<file path="config.mk">
export PLATFORM = sky130hd
export DESIGN_NAME = pipeline_control_unit
export DESIGN_NICKNAME = d
export VERILOG_FILES = /design/src/rtl/cu_pkg.sv /design/src/rtl/cu_decoder.sv /design/src/rtl/pipeline_control_unit.sv
export SDC_FILE = /design/constraint.sdc
export NUM_CORES = 1
export LEC_CHECK = 0
export ABC_CLOCK_PERIOD_IN_PS = 4100
export CORE_ASPECT_RATIO = 0.8
export CORE_MARGIN = 10
export CORE_UTILIZATION = 60
export CTS_BUF_LIST = sky130_fd_sc_hd__clkbuf_8
export CTS_CLUSTER_SIZE = 20
export DETAILED_ROUTE_END_ITERATION = 10
export DONT_BUFFER_PORTS = 1
export HOLD_SLACK_MARGIN = 0.05
export PLACE_DENSITY = 0.84
export REMOVE_ABC_BUFFERS = 1
export SLEW_MARGIN = 10
export SYNTH_ARGS = -nofsm -noshare
export SYNTH_HDL_FRONTEND = slang
export SYNTH_HIERARCHICAL = 1
export SYNTH_SLANG_ARGS = --single-unit
</file>
<file path="constraint.sdc">
create_clock -name i_clk -period 4.1 [get_ports i_clk]
set_input_delay 0.41 -clock i_clk [delete_from_list [all_inputs] [get_ports i_clk]]
set_output_delay 0.41 -clock i_clk [all_outputs]
set_load 0.01 [all_outputs]
</file>
<file path="src/rtl/cu_pkg.sv">
// cu_pkg: shared definitions for the pipelined RV32I control unit.
//   - RV32I opcode / funct3 / funct7 constants
//   - alu_op_e, pc_src_e, wb_sel_e and imm_sel_e encodings
//   - ctrl_word_t: the control word carried from ID into EX
//   - CTRL_BUBBLE: the all-zero "do nothing" control word
//   - branch_taken(): conditional-branch evaluation from stored funct3 and ALU flags
package cu_pkg;

  // Field widths fixed by the RV32I encoding
  localparam int OP_CODE_W = 7;
  localparam int FUNCT3_W  = 3;
  localparam int FUNCT7_W  = 7;
  localparam int ALU_OP_W  = 4;

  // Major opcodes
  localparam logic [OP_CODE_W-1:0] OPC_LOAD   = 7'b0000011;
  localparam logic [OP_CODE_W-1:0] OPC_STORE  = 7'b0100011;
  localparam logic [OP_CODE_W-1:0] OPC_OP     = 7'b0110011;
  localparam logic [OP_CODE_W-1:0] OPC_OP_IMM = 7'b0010011;
  localparam logic [OP_CODE_W-1:0] OPC_BRANCH = 7'b1100011;
  localparam logic [OP_CODE_W-1:0] OPC_JAL    = 7'b1101111;
  localparam logic [OP_CODE_W-1:0] OPC_JALR   = 7'b1100111;
  localparam logic [OP_CODE_W-1:0] OPC_LUI    = 7'b0110111;
  localparam logic [OP_CODE_W-1:0] OPC_AUIPC  = 7'b0010111;

  // funct3 values
  localparam logic [FUNCT3_W-1:0] F3_ADD_SUB = 3'b000;
  localparam logic [FUNCT3_W-1:0] F3_SLL     = 3'b001;
  localparam logic [FUNCT3_W-1:0] F3_SRL_SRA = 3'b101;
  localparam logic [FUNCT3_W-1:0] F3_BEQ     = 3'b000;
  localparam logic [FUNCT3_W-1:0] F3_BNE     = 3'b001;
  localparam logic [FUNCT3_W-1:0] F3_BLT     = 3'b100;
  localparam logic [FUNCT3_W-1:0] F3_BGE     = 3'b101;
  localparam logic [FUNCT3_W-1:0] F3_BLTU    = 3'b110;
  localparam logic [FUNCT3_W-1:0] F3_BGEU    = 3'b111;
  localparam logic [FUNCT3_W-1:0] F3_LD      = 3'b011;
  localparam logic [FUNCT3_W-1:0] F3_SW      = 3'b010;
  localparam logic [FUNCT3_W-1:0] F3_JALR    = 3'b000;

  // funct7 values
  localparam logic [FUNCT7_W-1:0] F7_BASE = 7'b0000000;
  localparam logic [FUNCT7_W-1:0] F7_ALT  = 7'b0100000;

  // ALU operation select: {funct7[5], funct3}
  typedef enum logic [ALU_OP_W-1:0] {
    ALU_ADD  = 4'b0000,
    ALU_SLL  = 4'b0001,
    ALU_SLT  = 4'b0010,
    ALU_SLTU = 4'b0011,
    ALU_XOR  = 4'b0100,
    ALU_SRL  = 4'b0101,
    ALU_OR   = 4'b0110,
    ALU_AND  = 4'b0111,
    ALU_SUB  = 4'b1000,
    ALU_SRA  = 4'b1101
  } alu_op_e;

  typedef enum logic [1:0] {
    PC_PLUS4 = 2'b00,
    PC_IMM   = 2'b01,
    PC_ALU   = 2'b10
  } pc_src_e;

  typedef enum logic [1:0] {
    WB_MEM = 2'b00,
    WB_ALU = 2'b01,
    WB_PC4 = 2'b10,
    WB_IMM = 2'b11
  } wb_sel_e;

  typedef enum logic [2:0] {
    IMM_I = 3'b000,
    IMM_S = 3'b001,
    IMM_B = 3'b010,
    IMM_J = 3'b011,
    IMM_U = 3'b100
  } imm_sel_e;

  // alu_op is kept as a plain vector: R-type decode can produce
  // {funct7[5], funct3} combinations that have no alu_op_e name.
  typedef struct packed {
    logic                reg_wr_en;
    logic                mem_rd_en;
    logic                mem_wr_en;
    logic                alu_src_sel;
    logic                alu_a_sel;
    logic [ALU_OP_W-1:0] alu_op;
    logic                is_branch;
    logic                is_jal;
    logic                is_jalr;
    logic [FUNCT3_W-1:0] funct3;
    wb_sel_e             wb_sel;
  } ctrl_word_t;

  localparam ctrl_word_t CTRL_BUBBLE = '0;

  // Conditional-branch outcome; funct3 010/011 are never taken.
  function automatic logic branch_taken(
    input logic [FUNCT3_W-1:0] funct3,
    input logic                zero,
    input logic                lt,
    input logic                ltu
  );
    logic taken;
    taken = 1'b0;
    case (funct3)
      F3_BEQ:  taken = zero;
      F3_BNE:  taken = ~zero;
      F3_BLT:  taken = lt;
      F3_BGE:  taken = ~lt;
      F3_BLTU: taken = ltu;
      F3_BGEU: taken = ~ltu;
      default: taken = 1'b0;
    endcase
    return taken;
  endfunction

endpackage

</file>
<file path="src/rtl/cu_decoder.sv">
// cu_decoder: purely combinational RV32I decode of the ID-stage instruction.
// Ports:
//   op_code, funct3, funct7  in   instruction fields from IF/ID
//   ctrl                     out  decoded control word (CTRL_BUBBLE for unknown opcodes)
//   imm_sel                  out  immediate format for the ID-stage immediate generator
//   known                    out  opcode is one of the nine RV32I major opcodes
//   illegal                  out  unknown opcode or a reserved funct3/funct7 pattern
// The illegal flag is always computed; the top decides whether to act on it.
module cu_decoder
  import cu_pkg::*;
(
  input  logic [OP_CODE_W-1:0] op_code,
  input  logic [FUNCT3_W-1:0]  funct3,
  input  logic [FUNCT7_W-1:0]  funct7,
  output ctrl_word_t           ctrl,
  output imm_sel_e             imm_sel,
  output logic                 known,
  output logic                 illegal
);

  logic bad_funct;

  always_comb begin
    ctrl      = CTRL_BUBBLE;
    imm_sel   = IMM_I;
    known     = 1'b1;
    bad_funct = 1'b0;

    case (op_code)
      OPC_OP: begin
        ctrl.reg_wr_en = 1'b1;
        ctrl.alu_op    = {funct7[5], funct3};
        ctrl.wb_sel    = WB_ALU;
        // Only ADD/SUB and SRL/SRA have an alternate (0100000) form
        bad_funct = !((funct7 == F7_BASE) ||
                      ((funct7 == F7_ALT) &&
                       ((funct3 == F3_ADD_SUB) || (funct3 == F3_SRL_SRA))));
      end
      OPC_OP_IMM: begin
        ctrl.reg_wr_en   = 1'b1;
        ctrl.alu_src_sel = 1'b1;
        // funct7 bits are immediate bits except for the right shifts
        ctrl.alu_op      = {(funct3 == F3_SRL_SRA) ? funct7[5] : 1'b0, funct3};
        ctrl.wb_sel      = WB_ALU;
        bad_funct = ((funct3 == F3_SLL) && (funct7 != F7_BASE)) ||
                    ((funct3 == F3_SRL_SRA) && (funct7 != F7_BASE) && (funct7 != F7_ALT));
      end
      OPC_LOAD: begin
        ctrl.reg_wr_en   = 1'b1;
        ctrl.mem_rd_en   = 1'b1;
        ctrl.alu_src_sel = 1'b1;
        ctrl.alu_op      = ALU_ADD;
        ctrl.funct3      = funct3;
        ctrl.wb_sel      = WB_MEM;
        bad_funct = (funct3 == F3_LD) || (funct3[2:1] == 2'b11);
      end
      OPC_STORE: begin
        ctrl.mem_wr_en   = 1'b1;
        ctrl.alu_src_sel = 1'b1;
        ctrl.alu_op      = ALU_ADD;
        ctrl.funct3      = funct3;
        imm_sel          = IMM_S;
        bad_funct = (funct3 > F3_SW);
      end
      OPC_BRANCH: begin
        ctrl.is_branch = 1'b1;
        ctrl.alu_op    = ALU_SUB;
        ctrl.funct3    = funct3;
        imm_sel        = IMM_B;
      end
      OPC_JAL: begin
        ctrl.reg_wr_en   = 1'b1;
        ctrl.is_jal      = 1'b1;
        ctrl.alu_a_sel   = 1'b1;
        ctrl.alu_src_sel = 1'b1;
        ctrl.alu_op      = ALU_ADD;
        ctrl.wb_sel      = WB_PC4;
        imm_sel          = IMM_J;
      end
      OPC_JALR: begin
        ctrl.reg_wr_en   = 1'b1;
        ctrl.is_jalr     = 1'b1;
        ctrl.alu_src_sel = 1'b1;
        ctrl.alu_op      = ALU_ADD;
        ctrl.wb_sel      = WB_PC4;
        bad_funct = (funct3 != F3_JALR);
      end
      OPC_LUI: begin
        ctrl.reg_wr_en   = 1'b1;
        ctrl.alu_src_sel = 1'b1;
        ctrl.alu_op      = ALU_ADD;
        ctrl.wb_sel      = WB_IMM;
        imm_sel          = IMM_U;
      end
      OPC_AUIPC: begin
        ctrl.reg_wr_en   = 1'b1;
        ctrl.alu_a_sel   = 1'b1;
        ctrl.alu_src_sel = 1'b1;
        ctrl.alu_op      = ALU_ADD;
        ctrl.wb_sel      = WB_ALU;
        imm_sel          = IMM_U;
      end
      default: begin
        known = 1'b0;
      end
    endcase

    illegal = !known || bad_funct;
  end

endmodule

</file>
<file path="src/rtl/pipeline_control_unit.sv">
// pipeline_control_unit: pipelined RV32I control.
// Decodes the ID-stage instruction, carries the control word through
// ID/EX, EX/MEM and MEM/WB, resolves branches/jumps in EX and inserts
// bubbles into ID/EX on flush, stall, empty slots and rejected instructions.
// Ports:
//   i_clk, i_reset_n                      clock, asynchronous active-low reset
//   i_instr_valid, i_op_code,
//   i_funct3, i_funct7                    ID-stage instruction
//   i_stall                               load-use hazard: bubble into ID/EX
//   i_alu_zero_flag, i_alu_lt_flag,
//   i_alu_ltu_flag                        EX-stage ALU compare flags
//   o_id_imm_sel                          immediate format (combinational, ID)
//   o_ex_alu_src_sel, o_ex_alu_a_sel,
//   o_ex_alu_op                           EX operand/operation selects
//   o_ex_pc_src, o_ex_flush               next-PC select and IF/ID flush (EX)
//   o_mem_rd_en, o_mem_wr_en, o_mem_size  data-memory controls (MEM)
//   o_wb_reg_wr_en, o_wb_result_sel       register-file write controls (WB)
//   o_illegal_insn                        illegal instruction in EX slot
// Build option: CU_ILLEGAL_INSN_DET_EN enables illegal-instruction detection;
// without it only unrecognised opcodes are bubbled and o_illegal_insn is 0.
module pipeline_control_unit
  import cu_pkg::*;
#(
  parameter int OP_CODE_WIDTH = 7,
  parameter int FUNCT3_WIDTH  = 3,
  parameter int FUNCT7_WIDTH  = 7,
  parameter int ALU_OP_WIDTH  = 4
) (
  input  logic                     i_clk,
  input  logic                     i_reset_n,
  input  logic                     i_instr_valid,
  input  logic [OP_CODE_WIDTH-1:0] i_op_code,
  input  logic [FUNCT3_WIDTH-1:0]  i_funct3,
  input  logic [FUNCT7_WIDTH-1:0]  i_funct7,
  input  logic                     i_stall,
  input  logic                     i_alu_zero_flag,
  input  logic                     i_alu_lt_flag,
  input  logic                     i_alu_ltu_flag,
  output logic [2:0]               o_id_imm_sel,
  output logic                     o_ex_alu_src_sel,
  output logic                     o_ex_alu_a_sel,
  output logic [ALU_OP_WIDTH-1:0]  o_ex_alu_op,
  output logic [1:0]               o_ex_pc_src,
  output logic                     o_ex_flush,
  output logic                     o_mem_rd_en,
  output logic                     o_mem_wr_en,
  output logic [FUNCT3_WIDTH-1:0]  o_mem_size,
  output logic                     o_wb_reg_wr_en,
  output logic [1:0]               o_wb_result_sel,
  output logic                     o_illegal_insn
);

  // ---------------------------------------------------------------------
  // ID: decode
  // ---------------------------------------------------------------------
  ctrl_word_t dec_ctrl;
  imm_sel_e   dec_imm_sel;
  logic       dec_known;
  logic       dec_illegal;

  cu_decoder u_decoder (
    .op_code (i_op_code),
    .funct3  (i_funct3),
    .funct7  (i_funct7),
    .ctrl    (dec_ctrl),
    .imm_sel (dec_imm_sel),
    .known   (dec_known),
    .illegal (dec_illegal)
  );

  assign o_id_imm_sel = dec_imm_sel;

  // reject_insn: the decoded word must not enter EX.
  // flag_illegal: value loaded into the EX-slot illegal flag when rejected.
  logic reject_insn;
  logic flag_illegal;

`ifdef CU_ILLEGAL_INSN_DET_EN
  assign reject_insn  = dec_illegal;
  assign flag_illegal = 1'b1;
`else
  logic unused_dec_illegal;
  assign unused_dec_illegal = dec_illegal;
  assign reject_insn        = !dec_known;
  assign flag_illegal       = 1'b0;
`endif

  // ---------------------------------------------------------------------
  // Stage registers
  // ---------------------------------------------------------------------
  ctrl_word_t          ex_ctrl_reg;
  ctrl_word_t          ex_ctrl_next;
  logic                ex_illegal_reg;
  logic                ex_illegal_next;

  logic                mem_rd_en_reg;
  logic                mem_wr_en_reg;
  logic [FUNCT3_W-1:0] mem_size_reg;
  logic                mem_reg_wr_en_reg;
  wb_sel_e             mem_wb_sel_reg;

  logic                wb_reg_wr_en_reg;
  wb_sel_e             wb_result_sel_reg;

  // ---------------------------------------------------------------------
  // EX: branch / jump resolution against this cycle's ALU flags
  // ---------------------------------------------------------------------
  pc_src_e ex_pc_src;
  logic    ex_flush;

  always_comb begin
    ex_pc_src = PC_PLUS4;
    if (ex_ctrl_reg.is_jalr) begin
      ex_pc_src = PC_ALU;
    end else if (ex_ctrl_reg.is_jal ||
                 (ex_ctrl_reg.is_branch &&
                  branch_taken(ex_ctrl_reg.funct3, i_alu_zero_flag,
                               i_alu_lt_flag, i_alu_ltu_flag))) begin
      ex_pc_src = PC_IMM;
    end
    ex_flush = (ex_pc_src != PC_PLUS4);
  end

  // ---------------------------------------------------------------------
  // ID/EX load selection. Priority: flush > stall > invalid slot >
  // rejected instruction > decoded word. The illegal flag only survives
  // when nothing of higher priority bubbles the slot.
  // ---------------------------------------------------------------------
  always_comb begin
    ex_ctrl_next    = CTRL_BUBBLE;
    ex_illegal_next = 1'b0;
    if (ex_flush) begin
      ex_ctrl_next = CTRL_BUBBLE;
    end else if (i_stall) begin
      ex_ctrl_next = CTRL_BUBBLE;
    end else if (!i_instr_valid) begin
      ex_ctrl_next = CTRL_BUBBLE;
    end else if (reject_insn) begin
      ex_ctrl_next    = CTRL_BUBBLE;
      ex_illegal_next = flag_illegal;
    end else begin
      ex_ctrl_next = dec_ctrl;
    end
  end

  // EX/MEM and MEM/WB advance every cycle; stall only affects ID/EX.
  always_ff @(posedge i_clk or negedge i_reset_n) begin
    if (!i_reset_n) begin
      ex_ctrl_reg       <= CTRL_BUBBLE;
      ex_illegal_reg    <= 1'b0;
      mem_rd_en_reg     <= 1'b0;
      mem_wr_en_reg     <= 1'b0;
      mem_size_reg      <= '0;
      mem_reg_wr_en_reg <= 1'b0;
      mem_wb_sel_reg    <= WB_MEM;
      wb_reg_wr_en_reg  <= 1'b0;
      wb_result_sel_reg <= WB_MEM;
    end else begin
      ex_ctrl_reg       <= ex_ctrl_next;
      ex_illegal_reg    <= ex_illegal_next;
      mem_rd_en_reg     <= ex_ctrl_reg.mem_rd_en;
      mem_wr_en_reg     <= ex_ctrl_reg.mem_wr_en;
      mem_size_reg      <= ex_ctrl_reg.funct3;
      mem_reg_wr_en_reg <= ex_ctrl_reg.reg_wr_en;
      mem_wb_sel_reg    <= ex_ctrl_reg.wb_sel;
      wb_reg_wr_en_reg  <= mem_reg_wr_en_reg;
      wb_result_sel_reg <= mem_wb_sel_reg;
    end
  end

  // ---------------------------------------------------------------------
  // Outputs
  // ---------------------------------------------------------------------
  assign o_ex_alu_src_sel = ex_ctrl_reg.alu_src_sel;
  assign o_ex_alu_a_sel   = ex_ctrl_reg.alu_a_sel;
  assign o_ex_alu_op      = ex_ctrl_reg.alu_op;
  assign o_ex_pc_src      = ex_pc_src;
  assign o_ex_flush       = ex_flush;
  assign o_illegal_insn   = ex_illegal_reg;

  assign o_mem_rd_en      = mem_rd_en_reg;
  assign o_mem_wr_en      = mem_wr_en_reg;
  assign o_mem_size       = mem_size_reg;

  assign o_wb_reg_wr_en   = wb_reg_wr_en_reg;
  assign o_wb_result_sel  = wb_result_sel_reg;

endmodule

</file>
### Word-level counts from Yosys, hierarchy flattened

Index checks and enable logic that the tools add are counted.

| word-level totals | value |
|---|---|
| input bits | 24 |
| output and inout bits | 21 |
| logic and storage cells | 70 |
| register bits after elaboration | 28 |

| operators by class | value |
|---|---|
| bitwise gates (word level) | 3 |
| reductions and logical operators | 12 |
| equality and inequality tests | 15 |
| multiplexer cells | 22 |

Operator list:

| cell | number |
|---|---|
| 17-bit two-way mux | 4 |
| 7-bit by 6-bit equality test with 1-bit output (second input constant) | 3 |
| 7-bit equality test (second input constant) | 3 |
| 3-bit equality test (second input constant) | 5 |
| 7-bit by 5-bit equality test with 1-bit output (second input constant) | 2 |
| 7-bit OR reduction | 2 |
| 1-bit two-way mux | 12 |
| 3-bit case mux with 4 select lines | 1 |
| 4-bit case mux with 3 select lines | 1 |
| 9-bit OR reduction | 1 |
| 7-bit by 2-bit equality test with 1-bit output (second input constant) | 1 |
| 1-bit case mux with 6 select lines | 1 |
| 2-bit case mux with 3 select lines | 1 |
| 2-bit OR reduction | 3 |
| 3-bit OR reduction | 2 |
| 3-bit by 1-bit equality test with 1-bit output (second input constant) | 1 |
| 3-bit zero test | 1 |
| 3-bit two-way mux | 1 |
| 1-bit NOT | 3 |
| 2-bit two-way mux | 1 |
| 2-bit nonzero test | 1 |
| 1-bit logical AND | 1 |
| 1-bit logical OR | 1 |

### Depth between registers and ports, before layout

Gate-level depths: netlist of the first run.

| depth | value |
|---|---|
| depth after elaboration | 9 |
| mapped depth | 8 |
| gate-level depth less buffers | 6 |

### Hierarchy

The synthesis of the first run kept the hierarchy.

By module, submodules not included:

| module | cells each | seq. area each (um^2) | instances | area each (um^2) |
|---|---|---|---|---|
| pipeline_control_unit | 68 | 700.7 | 1 | 1029.7 |
| cu_decoder | 63 | 0.0 | 1 | 401.6 |

### Worst setup path before layout of the first run

OpenSTA, ideal clock, no wires.

| path | value |
|---|---|
| path type | reg-to-output |
| from | register ex_ctrl_reg[3] (netlist bit) |
| to | output port o_ex_pc_src[0] |
| path slack | 2327 ps |
| stages on the path, launching flop included | 5 |
| path buffers | 1 |
| required time | 3690 ps |
| data arrival time | 1363 ps |
| cell sequence | dfrtp_1 -> mux2i_1 -> mux2_4 -> clkbuf_1 -> a31oi_1 |

| on the way | value |
|---|---|
| word-level cells in the longest chain between the ends | 7 |
| elaborated cells on any way between the ends | 12 |
| those cells by class | 5 x eq/ne; 4 x mux; 3 x reduce/logical |

Ends and longest elaborated chain:

| what | line | text |
|---|---|---|
| start: declaration | pipeline_control_unit.sv:91 | `ctrl_word_t ex_ctrl_reg;` |
| start signal: assignment | pipeline_control_unit.sv:159 | `ex_ctrl_reg <= ex_ctrl_next;` |
| 3-bit equality test (tied with other cells) | cu_pkg.sv:106 | `case (funct3)` |
| 1-bit case mux with 6 select lines * | cu_pkg.sv:106 |  |
| 1-bit two-way mux * | pipeline_control_unit.sv:113 | `if (ex_ctrl_reg.is_jalr) begin` |
| 1-bit logical AND * | pipeline_control_unit.sv:116 | `(ex_ctrl_reg.is_branch &&` |
| 1-bit logical OR * | pipeline_control_unit.sv:115 | `end else if (ex_ctrl_reg.is_jal \|\|` |
| 1-bit two-way mux * | pipeline_control_unit.sv:115 |  |
| 2-bit two-way mux * | pipeline_control_unit.sv:113 |  |
| end: declaration | pipeline_control_unit.sv:43 | `output logic [1:0] o_ex_pc_src,` |

Every way passes the cells marked *; elsewhere a longest branch is shown, timed or not. The select of a mux whose other input is x is not followed.

### Worst setup path after layout of the first run

| path | value |
|---|---|
| from | register ex_ctrl_reg[2] (netlist bit) |
| to | output port o_ex_flush |

| on the way | value |
|---|---|
| word-level cells in the longest chain between the ends | 8 |
| elaborated cells on any way between the ends | 13 |
| those cells by class | 5 x eq/ne; 4 x mux; 4 x reduce/logical |

Ends and longest elaborated chain:

| what | line | text |
|---|---|---|
| 3-bit equality test (tied with other cells) | cu_pkg.sv:106 |  |
| 1-bit case mux with 6 select lines * | cu_pkg.sv:106 |  |
| 1-bit two-way mux * | pipeline_control_unit.sv:113 |  |
| 1-bit logical AND * | pipeline_control_unit.sv:116 |  |
| 1-bit logical OR * | pipeline_control_unit.sv:115 |  |
| 1-bit two-way mux * | pipeline_control_unit.sv:115 |  |
| 2-bit two-way mux * | pipeline_control_unit.sv:113 |  |
| 2-bit nonzero test * | pipeline_control_unit.sv:121 | `ex_flush = (ex_pc_src != PC_PLUS4);` |
| end: declaration | pipeline_control_unit.sv:44 | `output logic o_ex_flush,` |

Marks and branches as above.

==> flow_summary_export.csv, run 1 <==
group,metric,value,unit
timing,worst_pin_slew,0.769,ns
timing,drv_slew,0,
run,drv_cap,0,
timing,fin_crit,2.20,ns
drt,dr.pass1.iters,4,
synthesis,syn_avg_cell_area,11.5,um2
power,p_leak,0.645,nW
synthesis,yosys_warnings,6,
placed_design,gp_congestion,0.795,
timing,slew_headroom,48.5,%
drt,drc,0,
floorplan,core-area,0.00214,mm2
setup_path,cp_cell_sequence,"xor2_1, a311oi_4, nand2_1",
cts,clock_latency,0.26,ns
synthesis,syn_inst,117,
finish,fin_nets,136,
setup_path,r2r_slack,2.40,ns
cts,clk_pin_slew_worst_paths,0.09,ns
timing,rsz0062_at_grt,"false",
cts,cts_tree,"done",
setup_path,crit_required,3.69,ns
power,p_per_area,329,mW/mm2
finish,largest_reg_flops,11,
cts,cts_buffers,3,
min_path,hold_path_class,"flop to flop",
setup_path,start_kind,"flop",
drt,drt-total-wl,2500,um
finish,postLayoutCoreUtil,64.7,%
floorplan,start_util,63.0,%
finish,drive_above_1_share,19.8,%
timing,clock_skew,0.00567,ns
timing,tns,0,ns
power,ir_worst_vdd,0.259,mV
cts,cts_buffer_depth,2,
cts,root_buffer,"clkbuf_8",
status,status,"finished clean",
drt,num_vias,834,
placed_design,portBuffers,0,
timing,finalSetupViolations,0,
finish,num_antenna_cells,0,
floorplan,dieHeight,62.4,um
synthesis,netlist_area,0.00135,mm2
finish,finalInstanceArea,0.00139,mm2
timing,max_freq,0.455,GHz
drt,wl_per_cell,18.4,um
setup_path,worstSetupPathType,"flop to output port",
placed_design,dp_hpwl,1850,um
setup_path,slowest_delay,0.66,ns
setup_path,critPathArrivalTime,1.79,ns
drt,via_per_inst,6.13,
setup_path,crit_path_end_kind,"output port",
cts,cts_num_sinks,28,
finish,n_fill_cell,171,
timing,fin_crit_sh,53.6,%
drt,antenna_left,0,
power,total_power,456,uW
floorplan,pin_count,45,
timing,hold_viol,0,
finish,synthToLayoutAreaGrowth,2.79,%
global_route,antenna_found_initial,0,
setup_path,cp_slowest_cell,"a311oi_4",
setup_path,cp_max_fo,18,
placed_design,dpl_cell_area,0.00130,mm2
floorplan,dieArea,0.00455,mm2
global_route,track_usage,10.4,%
cts,post_cts_resized,0,
floorplan,rows,15,
cts,cts_max_level,1,
floorplan,die_width,73.0,um
global_route,grt_pass1_vias,838,
global_route,grt_overflow,0,
global_route,grt_pass1_wl,3950,um
global_route,grt_max_degree,29,
timing,holdWs,0.351,ns
drt,drt_iter0_drc,28,
-- what timing repair did --
| item | in CTS | in global routing |
|---|---|---|
| hold buffers | 2 | 0 |
| hold endpoints to repair | 28 | 0 |
| buffers inserted | 0 | 0 |
-- per-layer routing --
layer	vias up	routed length, um	track usage [%]
met3	2	284	4.60
met2	35	1160	16.8
met4	0	27	3.55
met1	400	1030	11.6
met5	-	0	0
li1	397	-	-
-- report_power, final --
part	internal (mW)	switching (mW)
logic	0.0102	0.0129
clock network	0.0855	0.0710
registers	0.276	0.0000783
total	0.372	0.0841
-- final cells by class --
type | count | area [um2] | area share [%]
multi-input combinational | 73 | 552 | 39.8
tap | 25 | 31.3 | 2.26
inverter | 4 | 16.3 | 1.17
clock buffer | 4 | 55.1 | 3.97
timing repair buffer | 2 | 30.0 | 2.17
sequential | 28 | 701 | 50.6
-- worst paths after layout --
check,startpoint,to,cells past startpoint
max in group asynchronous,i_reset_n,o_wb_result_sel[0]$_DFF_PN0_,2
worst max register to register,ex_ctrl_reg[2]$_DFF_PN0_,ex_ctrl_reg[5]$_DFF_PN0_,3
worst min register to register,ex_ctrl_reg[0]$_DFF_PN0_,mem_wb_sel_reg[0]$_DFF_PN0_,0
worst max-delay path,ex_ctrl_reg[2]$_DFF_PN0_,o_ex_flush,3
worst min-delay path,ex_ctrl_reg[0]$_DFF_PN0_,mem_wb_sel_reg[0]$_DFF_PN0_,0
min in group asynchronous,i_reset_n,o_mem_size[0]$_DFF_PN0_,2
-- per-stage QoR --
stage	setup WS, ns	instances
after global routing	1.76	136
after global placement	2.27	130
final	1.90	136
after CTS	1.93	136
after floorplan	2.46	105
after detailed placement	2.21	130
-- worst max-delay path: cells and delay by family, from the launching register on --
kind | cells | cell delay (ns)
AOI/OAI and AO/OA | 1 | 0.66
xor gates and xnor gates | 1 | 0.22
DFF | 1 | 0.42
and+or+nand+nor | 1 | 0.22
-- placed cells by master (no fill, tap or decap), types with 2 or more instances in the layout --
cell type / n
nor3_1: 3
o21ai_0: 3
inv_1: 3
clkbuf_8: 4
dfrtp_1: 28
mux2i_1: 2
nor2b_1: 3
nand2_1: 4
a21oi_1: 4
or3_4: 2
nand3_1: 3
nand4bb_1: 2
nand3b_1: 2
and4_2: 8
and4_1: 9
nor2_1: 6
and2_1: 7
Note: power is estimated with default switching activity, not from simulation.
==> run 2, diff against run 1 <==
--- a/config.mk
+++ b/config.mk
@@ -5,10 +5,10 @@
 export SDC_FILE = /design/constraint.sdc
 export NUM_CORES = 1
 export LEC_CHECK = 0
-export ABC_CLOCK_PERIOD_IN_PS = 4100
+export ABC_CLOCK_PERIOD_IN_PS = 2000
 export CORE_ASPECT_RATIO = 0.8
 export CORE_MARGIN = 10
-export CORE_UTILIZATION = 60
+export CORE_UTILIZATION = 58
 export CTS_BUF_LIST = sky130_fd_sc_hd__clkbuf_8
 export CTS_CLUSTER_SIZE = 20
 export DETAILED_ROUTE_END_ITERATION = 10
==> constraint.sdc (replaced) <==
create_clock -name i_clk -period 2 [get_ports i_clk]
set_input_delay 0.2 -clock i_clk [delete_from_list [all_inputs] [get_ports i_clk]]
set_output_delay 0.2 -clock i_clk [all_outputs]
set_load 0.01 [all_outputs]
==> run 2 against run 1 <==
Against the previous run:
- critical path depth unchanged
- clock power up 110%
- utilization down 0.43 points
- die area up 2.4%
- final cell count up 1.5%
- critical path type unchanged
==> flow_summary_export.csv, run 2 (synthesized netlist as in run 1, its figures left out) <==
group,metric,value,unit
global_route,track_usage,10.4,%
min_path,hold_path_class,"primary input to flop",
finish,postLayoutCoreUtil,64.3,%
drt,num_vias,837,
setup_path,critPathArrivalTime,1.64,ns
drt,dr.pass1.iters,4,
power,ir_worst_vdd,0.552,mV
cts,cts_buffer_depth,2,
finish,drive_above_1_share,21.2,%
global_route,antenna_found_initial,0,
cts,post_cts_resized,0,
setup_path,cp_max_fo,19,
finish,largest_reg_flops,11,
power,p_leak,0.655,nW
cts,cts_max_level,1,
floorplan,core-area,0.00218,mm2
drt,drt-total-wl,2400,um
timing,tns,0,ns
drt,antenna_left,0,
timing,clock_skew,0.00103,ns
finish,finalInstanceArea,0.00140,mm2
cts,root_buffer,"clkbuf_8",
drt,via_per_inst,6.07,
setup_path,crit_path_end_kind,"output port",
timing,worst_slack,0.164,ns
run,drv_cap,0,
global_route,grt_pass1_wl,3840,um
timing,finalSetupViolations,0,
setup_path,worstSetupPathType,"flop to output port",
cts,cts_tree,"done",
drt,drt_iter0_drc,50,
floorplan,start_util,61.9,%
timing,max_freq,0.545,GHz
setup_path,start_kind,"flop",
finish,fin_nets,138,
timing,fin_crit_sh,91.8,%
timing,hold_viol,0,
power,p_per_area,673,mW/mm2
placed_design,gp_congestion,0.848,
finish,final_cell_mix,"dfrtp_1 (28), and4_1 (9), and4_2 (8), and2_1 (7), nor2_1 (6)",
placed_design,dpl_cell_area,0.00131,mm2
timing,drv_slew,0,
cts,clock_latency,0.26,ns
drt,drc,0,
placed_design,dp_slack,0.371,ns
timing,fin_crit,1.84,ns
setup_path,crit_required,1.80,ns
global_route,grt_pass1_vias,807,
status,status,"finished clean",
floorplan,dieHeight,63.1,um
placed_design,dp_cells,131,
drt,wl_per_cell,17.4,um
finish,final_common_cell,"dfrtp_1",
floorplan,die_width,73.9,um
cts,clk_pin_slew_worst_paths,0.08,ns
timing,rsz0062_at_grt,"false",
global_route,grt_overflow,0,
finish,synthToLayoutAreaGrowth,3.90,%
timing,holdWs,0.139,ns
placed_design,dp_hpwl,1810,um
floorplan,dieArea,0.00466,mm2
cts,cts_buffers,3,
global_route,grt_max_degree,29,
finish,finalNonFillerCells,138,
cts,cts_num_sinks,28,
floorplan,pin_count,45,
power,total_power,942,uW
floorplan,rows,15,
finish,num_antenna_cells,0,
placed_design,portBuffers,0,
[run 2: cell count changes in the layout (fill, tap and decap cells not counted)]
cell	delta
buf_4	+2
[run 2: metal layers]
metal	vias up	track usage, %	share of wire [%]
met5	-	0	0
met2	43	15.9	43
met1	384	11.4	41
met3	5	4.54	13
li1	405	-	-
met4	0	6.28	2.3
[run 2: layout make-up]
cell class                 count  area, um2
clock buffer                   4       55.1
fill                         172        777
inverter                       4       16.3
multi-input combinational     73        552
sequential                    28        701
tap                           25       31.3
timing repair buffer           4       45.0
[run 2: worst paths after layout]
path | from | end | slack, ns | cells past startpoint
setup / recovery | ex_ctrl_reg[3]$_DFF_PN0_ | o_ex_pc_src[0] | 0.16 | 3
hold / removal | i_op_code[2] | ex_ctrl_reg[15]$_DFF_PN0_ | 0.14 | 2
setup reg to reg | ex_ctrl_reg[2]$_DFF_PN0_ | ex_ctrl_reg[16]$_DFF_PN0_ | 0.61 | 4
hold reg to reg | ex_ctrl_reg[15]$_DFF_PN0_ | o_mem_rd_en$_DFF_PN0_ | 0.35 | 0
max in group asynchronous | i_reset_n | o_ex_alu_op[1]$_DFF_PN0_ | 1.50 | 2
min in group asynchronous | i_reset_n | o_wb_result_sel[0]$_DFF_PN0_ | 0.36 | 2
[run 2: where the power goes]
part,leakage (nW),internal (mW),switching (mW),total (mW)
clock network,0.0288,0.176,0.152,0.328
logic,0.235,0.0213,0.0263,0.0476
registers,0.391,0.566,0.000159,0.566
total,0.655,0.763,0.179,0.942
[run 2: what timing repair did]
item / 4_1_cts / 5_1_grt
setup buffers: 0 / 1
hold buffers: 2 / 0
endpoints found under the setup margin: 0 / 1
endpoints found under the hold margin: 28 / 0
[run 2: worst max-delay path: stages (launching register included)]
cell and delay [ns]:
dfrtp_1 0.39, mux2i_1 0.24, mux2_4 0.40, a31oi_1 0.34
